[config.mk]
export PLATFORM = sky130hd
export DESIGN_NAME = add_seq_ctrl_flat
export DESIGN_NICKNAME = d
export VERILOG_FILES = /design/src/rtl/add_seq_if.sv /design/src/rtl/add_seq_ctrl.sv /design/src/flat_wrapper.sv
export SDC_FILE = /design/constraint.sdc
export NUM_CORES = 1
export LEC_CHECK = 0
export ABC_AREA = 1
export BUFFER_PORTS_ARGS = -buffer_cell sky130_fd_sc_hd__buf_2
export CORE_MARGIN = 2
export CORE_UTILIZATION = 40
export CTS_BUF_LIST = sky130_fd_sc_hd__clkbuf_16
export CTS_CLUSTER_DIAMETER = 60
export DETAILED_ROUTE_END_ITERATION = 6
export GPL_ROUTABILITY_DRIVEN = 0
export PLACE_DENSITY = 0.71
export SLEW_MARGIN = 0
export SYNTH_ARGS = -nofsm -noshare
export SYNTH_HDL_FRONTEND = slang
export SYNTH_SLANG_ARGS = --single-unit
export TNS_END_PERCENT = 1
[constraint.sdc]
create_clock -name clk -period 2.4 [get_ports clk]
set_input_delay 0.24 -clock clk [delete_from_list [all_inputs] [get_ports clk]]
set_output_delay 0.24 -clock clk [all_outputs]
set_load 0.01 [all_outputs]
[src/rtl/add_seq_if.sv]
// Handshake/result bundle for the nibble-serial adder.
// master drives start/sub/op_a/op_b; slave returns busy/done/result/carry/overflow.
interface add_seq_if #(
  parameter int NIBBLES = 4
);
  localparam int W = 4 * NIBBLES;

  logic         start;
  logic         sub;
  logic [W-1:0] op_a;
  logic [W-1:0] op_b;
  logic         busy;
  logic         done;
  logic [W-1:0] result;
  logic         carry;
  logic         overflow;

  modport master (
    output start, sub, op_a, op_b,
    input  busy, done, result, carry, overflow
  );

  modport slave (
    input  start, sub, op_a, op_b,
    output busy, done, result, carry, overflow
  );
endinterface

[src/rtl/add_seq_ctrl.sv]
// Nibble-serial add/subtract sequencer driving an external 4-bit full adder.
// Ports: clk, rst (sync, active-high), bus (add_seq_if.slave), fa_* adder link.
module add_seq_ctrl #(
  parameter int NIBBLES = 4
) (
  input  logic       clk,
  input  logic       rst,
  add_seq_if.slave   bus,
  output logic [3:0] fa_a,
  output logic [3:0] fa_b,
  output logic       fa_c_in,
  input  logic [3:0] fa_s,
  input  logic       fa_c_out
);
  localparam int W  = 4 * NIBBLES;
  localparam int IW = (NIBBLES > 1) ? $clog2(NIBBLES) : 1;
  localparam logic [IW-1:0] LAST = IW'(NIBBLES - 1);

  typedef enum logic [1:0] {
    IDLE,
    RUN,
    DONE
  } state_t;

  state_t        state;
  state_t        state_n;
  logic [IW-1:0] idx;
  logic [W-1:0]  a_q;
  logic [W-1:0]  b_q;
  logic          sub_q;
  logic          carry_q;
  logic [W-1:0]  result_q;
  logic          carry_o;
  logic          ovf_q;

  always_ff @(posedge clk) begin
    if (rst) state <= IDLE;
    else     state <= state_n;
  end

  always_comb begin
    state_n = state;
    unique case (state)
      IDLE:    if (bus.start) state_n = RUN;
      RUN:     if (idx == LAST) state_n = DONE;
      DONE:    state_n = IDLE;
      default: state_n = IDLE;
    endcase
  end

  // Subtraction is A + ~B + 1: B slices are inverted and
  // the initial carry is seeded with sub.
  always_comb begin
    fa_a    = '0;
    fa_b    = '0;
    fa_c_in = 1'b0;
    if (state == RUN) begin
      fa_a    = a_q[4*idx +: 4];
      fa_b    = b_q[4*idx +: 4] ^ {4{sub_q}};
      fa_c_in = carry_q;
    end
  end

  always_ff @(posedge clk) begin
    if (rst) begin
      idx      <= '0;
      a_q      <= '0;
      b_q      <= '0;
      sub_q    <= 1'b0;
      carry_q  <= 1'b0;
      result_q <= '0;
      carry_o  <= 1'b0;
      ovf_q    <= 1'b0;
    end else begin
      unique case (state)
        IDLE: begin
          if (bus.start) begin
            a_q     <= bus.op_a;
            b_q     <= bus.op_b;
            sub_q   <= bus.sub;
            carry_q <= bus.sub;
            idx     <= '0;
          end
        end
        RUN: begin
          result_q[4*idx +: 4] <= fa_s;
          carry_q              <= fa_c_out;
          if (idx == LAST) begin
            carry_o <= fa_c_out;
            // fa_a[3]/fa_b[3] are the operand sign bits on the MSB slice.
            ovf_q   <= (fa_a[3] == fa_b[3]) && (fa_s[3] != fa_a[3]);
          end else begin
            idx <= idx + 1'b1;
          end
        end
        default: ;
      endcase
    end
  end

  assign bus.busy     = (state != IDLE);
  assign bus.done     = (state == DONE);
  assign bus.result   = result_q;
  assign bus.carry    = carry_o;
  assign bus.overflow = ovf_q;
endmodule

[src/flat_wrapper.sv]
// flat-port wrapper written by rule: the top's interface ports become plain ports
module add_seq_ctrl_flat 
#(
  parameter int NIBBLES = 4
)
  (clk, rst, fa_a, fa_b, fa_c_in, fa_s, fa_c_out, bus_start, bus_sub, bus_op_a, bus_op_b, bus_busy, bus_done, bus_result, bus_carry, bus_overflow);
  add_seq_if #(.NIBBLES(NIBBLES)) bus_i ();
  input  logic clk;
  input  logic rst;
  output logic [3:0] fa_a;
  output logic [3:0] fa_b;
  output logic fa_c_in;
  input  logic [3:0] fa_s;
  input  logic fa_c_out;
  input wire logic [$bits(bus_i.start)-1:0] bus_start;
  input wire logic [$bits(bus_i.sub)-1:0] bus_sub;
  input wire logic [$bits(bus_i.op_a)-1:0] bus_op_a;
  input wire logic [$bits(bus_i.op_b)-1:0] bus_op_b;
  output wire logic [$bits(bus_i.busy)-1:0] bus_busy;
  output wire logic [$bits(bus_i.done)-1:0] bus_done;
  output wire logic [$bits(bus_i.result)-1:0] bus_result;
  output wire logic [$bits(bus_i.carry)-1:0] bus_carry;
  output wire logic [$bits(bus_i.overflow)-1:0] bus_overflow;
  assign bus_i.start = bus_start;
  assign bus_i.sub = bus_sub;
  assign bus_i.op_a = bus_op_a;
  assign bus_i.op_b = bus_op_b;
  assign bus_busy = bus_i.busy;
  assign bus_done = bus_i.done;
  assign bus_result = bus_i.result;
  assign bus_carry = bus_i.carry;
  assign bus_overflow = bus_i.overflow;
  add_seq_ctrl #(.NIBBLES(NIBBLES)) u_core (.clk(clk), .rst(rst), .bus(bus_i), .fa_a(fa_a), .fa_b(fa_b), .fa_c_in(fa_c_in), .fa_s(fa_s), .fa_c_out(fa_c_out));
endmodule
# Word-level counts from Yosys, hierarchy flattened
# Cells that the tools add are included.
# op_classes
add_sub_neg	2
n_eq_ne	8
shift	4
muxes	12
bitwise	1
reduce_logical	9
# ops
op	n
negator 4 -> 34 bit	1
variable shift 4 x 34 -> 16 bit (first input constant)	1
variable part select 4 x 34 -> 16 bit	1
variable part select 16 x 5 -> 4 bit	2
bitwise mux 16 bit	1
two-way mux 2 bit	4
two-way mux 4 bit	2
case mux 2 bit (2 select lines)	2
AND reduction 2 bit	4
!= test 2 bit (second input constant)	3
equality test 2 bit (second input constant)	2
nonzero test 2 bit	2
bitwise XOR 4 bit	1
AND reduction 3 bit	1
adder 2 x 1 -> 2 bit (second input constant)	1
equality test 2 x 1 -> 1 bit (second input constant)	1
zero test 2 bit	1
two-way mux 1 bit	2
case mux 1 bit (2 select lines)	1
equality test 1 bit	1
logical AND 1 bit	1
!= test 1 bit	1
# word_totals
reg_bits	56
output_inout_bits	29

# Depth between registers and ports, before layout
# Gate-level depths: netlist of run 1.
# depth
ltp_word	5
mapped_depth	10

# Worst setup path after synthesis of run 1
# No wires, ideal clock.
# synth_path
kind	reg2reg
from	register u_core.idx[0]
to	register u_core.result_q[10] (netlist: u_core.bus.result[10])
setup_time_ns	0.071
arrival_time_ns	1.793
required_time_ns	2.329
setup_slack_ns	0.537
stages_incl_launch_ff	9
path_cell_list	dfxtp_1 inv_2 buf_6 clkbuf_1 ha_1 inv_1 nor4_4 nand3_1 a21oi_1
# synth_via
elab_chain_cells	3
elab_cells_between_ends	4
cone_classes	add/sub (1); shift (2); mux (1)
# synth_lines
element	line	rtl
start, declared	add_seq_ctrl.sv:27	logic [IW-1:0] idx;
start signal, assigned	add_seq_ctrl.sv:93	idx <= idx + 1'b1;
negator 4 -> 34 bit (*)	add_seq_ctrl.sv:86	result_q[4*idx +: 4] <= fa_s;
variable part select 4 x 34 -> 16 bit / variable shift 4 x 34 -> 16 bit (equally long branches)	add_seq_ctrl.sv:86	
bitwise mux 16 bit (*)	add_seq_ctrl.sv:86	
end signal, assigned by index	add_seq_ctrl.sv:86	
end, declared	add_seq_ctrl.sv:32	logic [W-1:0] result_q;
# Every way passes the cells marked *; elsewhere a longest branch is shown, timed or not.
# A chain may end at the register's enable or synchronous reset.

# Final worst setup path of run 1
# layout_path
from	register u_core.idx[0]
to	output fa_b[2]
# layout_via
elab_chain_cells	3
# layout_lines
element	line	rtl
variable part select 16 x 5 -> 4 bit	add_seq_ctrl.sv:59	fa_b = b_q[4*idx +: 4] ^ {4{sub_q}};
bitwise XOR 4 bit	add_seq_ctrl.sv:59	
two-way mux 4 bit	add_seq_ctrl.sv:57	if (state == RUN) begin
end, declared	flat_wrapper.sv:11	output logic [3:0] fa_b;
# Every way passes these cells.

==> results.py, run 1 <==
metrics = {
    "power_and_ir_drop": {
        "cellLeakagePower_nw": 1.374,
        "p_clk_share_pct": 36.7,
        "p_int_mw": 1.607,
        "finalPower_mw": 2.184,
        "ir_worst_vdd_v": 0.0003372,
        "p_comb_share_pct": 16.8,
        "p_switching_mw": 0.5774,
        "power_frac_seq_pct": 46.5,
        "p_per_area_nw_per_um2": 716.9,
        "switching_share_pct": 26.44,
    },
    "synth": {
        "synth_common_cells": "nor2_1, dfxtp_1, o21ai_0, nand2_1, a21oi_1",
        "synth_top_area_share_pct": 44.67,
        "syn_inst": 346,
        "synth-xor-area-share_pct": 0,
        "synthMuxAreaShare_pct": 0,
        "yosysMostFrequentCell": "nor2_1",
        "synthArstFlopShare_pct": 0,
        "synth_compound_area_share_pct": 18.00,
        "synthesis.area_um2": 2510,
        "syn-num-nets": 393,
        "ys.flop_type": "dfxtp_1",
        "ys_ff_latch": 56,
        "synth_area_leaders": "dfxtp_1, nor2_1, o21ai_0",
        "synthAdderAreaFrac_pct": 2.991,
        "synth_top_area_cell": "dfxtp_1",
        "synth_cell_types": 24,
        "yosysWarnings": 0,
        "synth-seq-area-share_pct": 44.67,
        "synth_edf_count": 0,
        "synth_top_family_by_area": "simple AND/OR/NAND/NOR gates",
        "syn_area_per_cell_um2": 7.254,
        "synth-simple-area-share_pct": 27.47,
    },
    "placement": {
        "place_hpwl_um": 4087,
        "numPortBuffers": 69,
    },
    "clocking": {
        "clock_sinks": 56,
        "post-cts-setup-buffers": 0,
        "clkTransAtPathRegs_ns": 0.07,
        "ctsResizeCount": 0,
        "root_buffer": "clkbuf_16",
        "htree_levels": 2,
        "insertion_delay_ns": 0.29,
        "cts_buffers": 5,
        "cts_buffer_depth": 2,
        "cts_tree": "done",
        "holdBufCountCts": 0,
    },
    "detailed_routing": {
        "drtIter0Drc": 84,
        "drc_errors": 0,
        "via_per_inst": 4.899,
        "vias": 2371,
        "dr.pass1.iters": 4,
        "wire_per_inst_um": 11.79,
        "ant_nets": 0,
        "drt_wl_total_um": 5706,
    },
    "sta": {
        "setup_viol": 0,
        "tns_ns": 0,
        "max_freq_mhz": 536.2,
        "report.final.slew_viol_count": 0,
        "rsz0062_at_grt": "false",
        "hold_violations": 0,
        "tightestPinTransition_ns": 0.8233,
        "fin_crit_sh_pct": 77.71,
        "min_period_ns": 1.865,
        "skew_ns": 0.003024,
        "max_slew_margin_pct": 45.05,
    },
    "finish": {
        "fin_util_pct": 50.86,
        "drive_gt1_share_pct": 22.49,
        "diodes": 0,
        "fin_nets": 455,
        "syn_to_final_growth_pct": 21.39,
    },
    "min_path": {
        "hp-class": "input pin to flip-flop",
    },
    "flow_run": {
        "maxCapViolations": 0,
    },
    "floorplan": {
        "die_h_um": 83.22,
        "initial_core_util_pct": 41.90,
        "rows": 28,
        "io-pin-count": 70,
        "die-area_um2": 6925,
        "core_um2": 5991,
        "dieWidth_um": 83.22,
    },
    "global_routing": {
        "grt_pass1_wl_um": 10120,
        "track_usage_pct": 17.32,
        "grt_max_degree": 38,
        "globalRouteOverflowTotal": 0,
        "first_global_vias": 2259,
        "antenna_found_initial": 0,
    },
    "worst_setup_path": {
        "cp.required_ns": 2.16,
        "crit_type": "flip-flop to output pin",
        "arrival_ns": 1.62,
        "cp-start-kind": "flip-flop",
        "end_kind": "output pin",
        "worstPathMaxFanout": 22,
    },
    "run_status": {
        "status": "finished clean",
    },
}
power groups by stage:
stage          clock network (mW)  logic, mW  registers, mW
3_5_place_dp                    0      0.369           1.04
2_1_floorplan                   0      0.272           1.03
3_3_place_gp                    0      0.360           1.04
5_1_grt                     0.855      0.426           1.02
4_1_cts                     0.813      0.371           1.02
6_report                    0.801      0.366           1.02
metrics by stage:
stage               setup WS [ns]  hold WS (ns)  cells  area [um^2]
CTS                        0.5148        0.1940    484         3047
detailed placement         0.6280        0.4531    476         2884
floorplan                  0.5368        0.3749    346         2510
finish                     0.5351        0.1974    484         3047
global placement           0.7503        0.4458    476         2884
global route               0.3485        0.2067    484         3047
flip-flops by register name, indices dropped and copies added, names as in the netlist:
register,flops
u_core.a_q,16
u_core.b_q,16
u_core.bus.carry,1
u_core.bus.overflow,1
u_core.bus.result,16
u_core.carry_q,1
u_core.idx,2
u_core.state,2
u_core.sub_q,1
layout by cell type, fill, tap and decap left out:
cell,synthesis,layout
nor3_2,2,2
o22a_1,3,3
nor3_1,1,1
clkbuf_16,0,5
clkinv_1,0,2
dfxtp_1,56,56
inv_1,16,16
o21ai_0,50,50
nor2_4,1,1
buf_4,2,4
nand2_2,2,2
a21oi_1,29,29
bufinv_16,0,1
nor2_1,93,93
inv_4,1,1
buf_2,4,69
a211oi_1,1,1
a22oi_1,1,1
ha_1,6,6
nor4_4,2,2
inv_2,3,3
nand3_1,10,10
nand2_4,2,2
nand2_1,47,47
o211ai_1,2,2
metal layers:
layer / GRT usage [%] / up-vias / part of all wire [%]
li1: - / 1248 / -
met2: 29.62 / 66 / 47
met4: 2.981 / 0 / 0.49
met5: 0 / - / 0
met3: 4.672 / 2 / 6.3
met1: 22.13 / 1055 / 47
worst paths after layout:
kind	start	end	slack, ns	depth (start not counted)
worst max-delay path	u_core.idx[0]	fa_b[2]	0.54	6
worst min-delay path	bus_op_b[14]	u_core.b_q[14]	0.20	3
worst max register to register	u_core.idx[0]	u_core.bus.result[9]	0.63	6
worst min register to register	u_core.a_q[7]	u_core.a_q[7]	0.46	2
kinds of logic after synthesis:
logic type      after synthesis
fa+ha+maj                     6
compound gates               86
simple gates                160
flops                        56
buf+inv                      38
worst max-delay path: stages, from the launching register on:
cell	delay (ns)
dfxtp_1	0.35
buf_4	0.28
o21ai_0	0.11
o22a_1	0.21
o21ai_0	0.16
a21oi_1	0.07
buf_2	0.15
area by class of cell:
| type | count | area [um^2] |
|---|---|---|
| Fill cell | 614 | 2944 |
| Multi-Input combinational cell | 252 | 1216 |
| Sequential cell | 56 | 1121 |
| Timing Repair Buffer | 73 | 375.4 |
| Clock buffer | 5 | 125.1 |
| Tap cell | 75 | 93.84 |
| Inverter | 20 | 77.57 |
| Clock inverter | 3 | 37.54 |
(Power assumes the default switching activity.)
==> run 2: changes to the inputs <==
--- a/config.mk
+++ b/config.mk
@@ -5,7 +5,7 @@
 export SDC_FILE = /design/constraint.sdc
 export NUM_CORES = 1
 export LEC_CHECK = 0
-export ABC_AREA = 1
+export ABC_AREA = 0
 export BUFFER_PORTS_ARGS = -buffer_cell sky130_fd_sc_hd__buf_2
 export CORE_MARGIN = 2
 export CORE_UTILIZATION = 40
@@ -13,7 +13,7 @@
 export CTS_CLUSTER_DIAMETER = 60
 export DETAILED_ROUTE_END_ITERATION = 6
 export GPL_ROUTABILITY_DRIVEN = 0
-export PLACE_DENSITY = 0.71
+export PLACE_DENSITY = 0.74
 export SLEW_MARGIN = 0
 export SYNTH_ARGS = -nofsm -noshare
 export SYNTH_HDL_FRONTEND = slang
==> constraint.sdc (replaced) <==
create_clock -name clk -period 1.7 [get_ports clk]
set_input_delay 0.17 -clock clk [delete_from_list [all_inputs] [get_ports clk]]
set_output_delay 0.17 -clock clk [all_outputs]
set_load 0.01 [all_outputs]
==> run 2 against run 1 <==
Against the previous run: routed wire length is 3.9% lower; sequential power is 38% higher; total power is 34% higher; clock skew is 0.0017 ns higher; critical endpoint is now fa_b[3]; first-iteration DRC count is 7.1% higher; combinational power is 4% higher; the run now ends with setup timing left; largest cell class unchanged.
==> results.py, run 2 <==
metrics = {
    "run_status": {
        "status": "complete, but fails checks",
        "violations": "setup timing",
    },
    "power_and_ir_drop": {
        "p_int_mw": 2.244,
        "switching_share_pct": 23.20,
        "cellLeakagePower_nw": 1.336,
        "p_comb_share_pct": 13.0,
        "p_switching_mw": 0.6777,
        "power_frac_seq_pct": 48.4,
        "p_clk_share_pct": 38.6,
        "p_per_area_nw_per_um2": 955.1,
        "ir_worst_vdd_v": 0.0005371,
    },
    "synth": {
        "synthesis.area_um2": 2361,
        "syn-num-nets": 317,
        "syn_area_per_cell_um2": 8.744,
        "synthArstFlopShare_pct": 0,
        "synth_top_area_share_pct": 47.48,
        "yosysWarnings": 0,
        "synth-seq-area-share_pct": 47.48,
        "ys.flop_type": "dfxtp_1",
        "synth_common_cells": "nand2_1, dfxtp_1, a21oi_1, nor2_1, a22oi_1",
        "ys_ff_latch": 56,
        "synth_top_area_cell": "dfxtp_1",
        "synth_edf_count": 0,
        "synth_area_leaders": "dfxtp_1, nand2_1, a21oi_1",
        "synth_cell_types": 28,
        "syn_inst": 270,
        "yosysMostFrequentCell": "nand2_1",
    },
    "worst_setup_path": {
        "crit_path_top_delay_cell": "mux4_2",
        "end_kind": "output pin",
        "crit_type": "flip-flop to output pin",
        "worstPathMaxFanout": 8,
        "cp.required_ns": 1.53,
        "cp-start-kind": "flip-flop",
        "path_cells": "mux4_2 -> xnor2_2 -> nor2_1 -> buf_2",
        "arrival_ns": 1.68,
        "critPathMaxStageDelay_ns": 0.55,
    },
    "clocking": {
        "cts_buffer_depth": 2,
        "clkTransAtPathRegs_ns": 0.07,
        "cts_buffers": 5,
        "cts_tree": "done",
        "insertion_delay_ns": 0.29,
        "clock_sinks": 56,
        "htree_levels": 2,
        "root_buffer": "clkbuf_16",
    },
    "placement": {
        "place_hpwl_um": 3975,
        "post_dp_cell_area_um2": 2877,
        "numPortBuffers": 69,
        "dpl_worst_slack_ns": -0.03364,
    },
    "global_routing": {
        "antenna_found_initial": 0,
        "first_global_vias": 2051,
        "globalRouteOverflowTotal": 0,
        "track_usage_pct": 18.04,
        "grt_pass1_wl_um": 9239,
        "grt_max_degree": 39,
    },
    "detailed_routing": {
        "vias": 2092,
        "via_per_inst": 5.041,
        "ant_nets": 0,
        "drc_errors": 0,
        "drtIter0Drc": 90,
        "drt_wl_total_um": 5481,
        "wire_per_inst_um": 13.21,
        "dr.pass1.iters": 4,
    },
    "sta": {
        "hold_violations": 0,
        "max_freq_mhz": 539.3,
        "setup_viol": 20,
        "tns_ns": -1.403,
        "fin_crit_sh_pct": 109.1,
        "max_slew_margin_pct": 75.55,
        "skew_ns": 0.004682,
        "rsz0062_at_grt": "true",
        "setup_ws_ns": -0.1543,
        "tightestPinTransition_ns": 0.3668,
        "min_period_ns": 1.854,
        "report.final.slew_viol_count": 0,
    },
    "finish": {
        "layout_commonest_cell": "nand2_1",
        "syn_to_final_growth_pct": 29.57,
        "final_cell_mix": "nand2_1, buf_2, dfxtp_1",
        "drive_gt1_share_pct": 30.32,
        "fin_util_pct": 54.55,
        "diodes": 0,
        "final_area_um2": 3059,
        "fillers": 552,
        "fin_nets": 389,
    },
    "floorplan": {
        "rows": 27,
        "die_h_um": 80.83,
        "core_um2": 5608,
        "io-pin-count": 70,
        "die-area_um2": 6533,
        "dieWidth_um": 80.83,
        "initial_core_util_pct": 42.10,
    },
    "min_path": {
        "hp-class": "input pin to flip-flop",
    },
    "flow_run": {
        "maxCapViolations": 0,
    },
}
## run 2: changes by cell type after synthesis, moves of 5 or more
cell     before  now
and2_1        0    5
a21oi_1      29   35
a22oi_1       1   17
nand2_1      47   75
nor2_1       93   26
mux4_2        0    6
inv_1        16    3
o21ai_0      50    0
nand3_1      10    1
## run 2: final cells by class
cell class / count / area (um^2) / share of cell area, %
clock buffers: 5 / 125.1 / 4.090
well taps: 72 / 90.09 / 2.945
repair buffers: 82 / 480.5 / 15.71
inverters: 3 / 11.26 / 0.3681
multi-input cells: 194 / 1189 / 38.85
flip-flops and latches: 56 / 1125 / 36.77
clock inverters: 3 / 38.79 / 1.268
## run 2: stage by stage
stage                     hold WS [ns]  total power [mW]  instances
after CTS                       0.1134             2.947        415
after global routing            0.1215             3.035        415
final                           0.1168             2.922        415
after floorplan                 0.3060             1.663        270
after detailed placement        0.4191             1.821        406
after global placement          0.4132             1.812        406
## run 2: worst paths after layout
path,from,to,slack (ns),depth (start not counted)
max,u_core.idx[0],fa_b[3],-0.15,4
min,bus_op_b[10],u_core.b_q[10],0.12,3
max reg2reg,u_core.idx[0],u_core.bus.result[13],-0.04,7
min reg2reg,u_core.a_q[3],u_core.a_q[3],0.45,2
## run 2: critical path, delay by kind of cell, from the launching register on
family / cells / cell delay [ns]
buffers and inverters: 1 / 0.14
xor gates and xnor gates: 1 / 0.17
DFF: 1 / 0.42
muxes: 1 / 0.55
and+or+nand+nor: 1 / 0.12
## run 2: logic make-up (layout without fill, tap and decap cells)
kind of cell / Yosys count / after routing / share of synthesized area, %
compound gates: 54 / 54 / 13.57
xor+xnor: 4 / 4 / 1.802
fa+ha+maj: 6 / 6 / 3.180
buf+inv: 20 / 93 / 3.338
flops: 56 / 56 / 47.48
mux: 9 / 9 / 8.373
simple gates: 121 / 121 / 22.26
## run 2: power groups by stage
stage,clock [mW],combinational (mW),sequential [mW]
finish,1.13,0.380,1.41
CTS,1.15,0.384,1.41
global route,1.19,0.426,1.42
detailed placement,0,0.376,1.45
floorplan,0,0.235,1.43
global placement,0,0.370,1.44
## run 2: routing by layer
layer  vias up  global-route usage [%]  routed length [um]
li1       1060                       -                   -
met3         8                   4.111                 287
met5         -                       0                   0
met4         0                   6.949                  95
met2        53                   31.07                2669
met1       971                   21.85                2428
## run 2: repair_timing
action | in CTS | in global routing
gates resized for setup | 2 | 3
setup endpoints to repair | 20 | 25
pin swaps | 2 | 0
setup buffers | 1 | 0
endpoints found under the hold margin | 0 | 0
hold buffers | 0 | 0
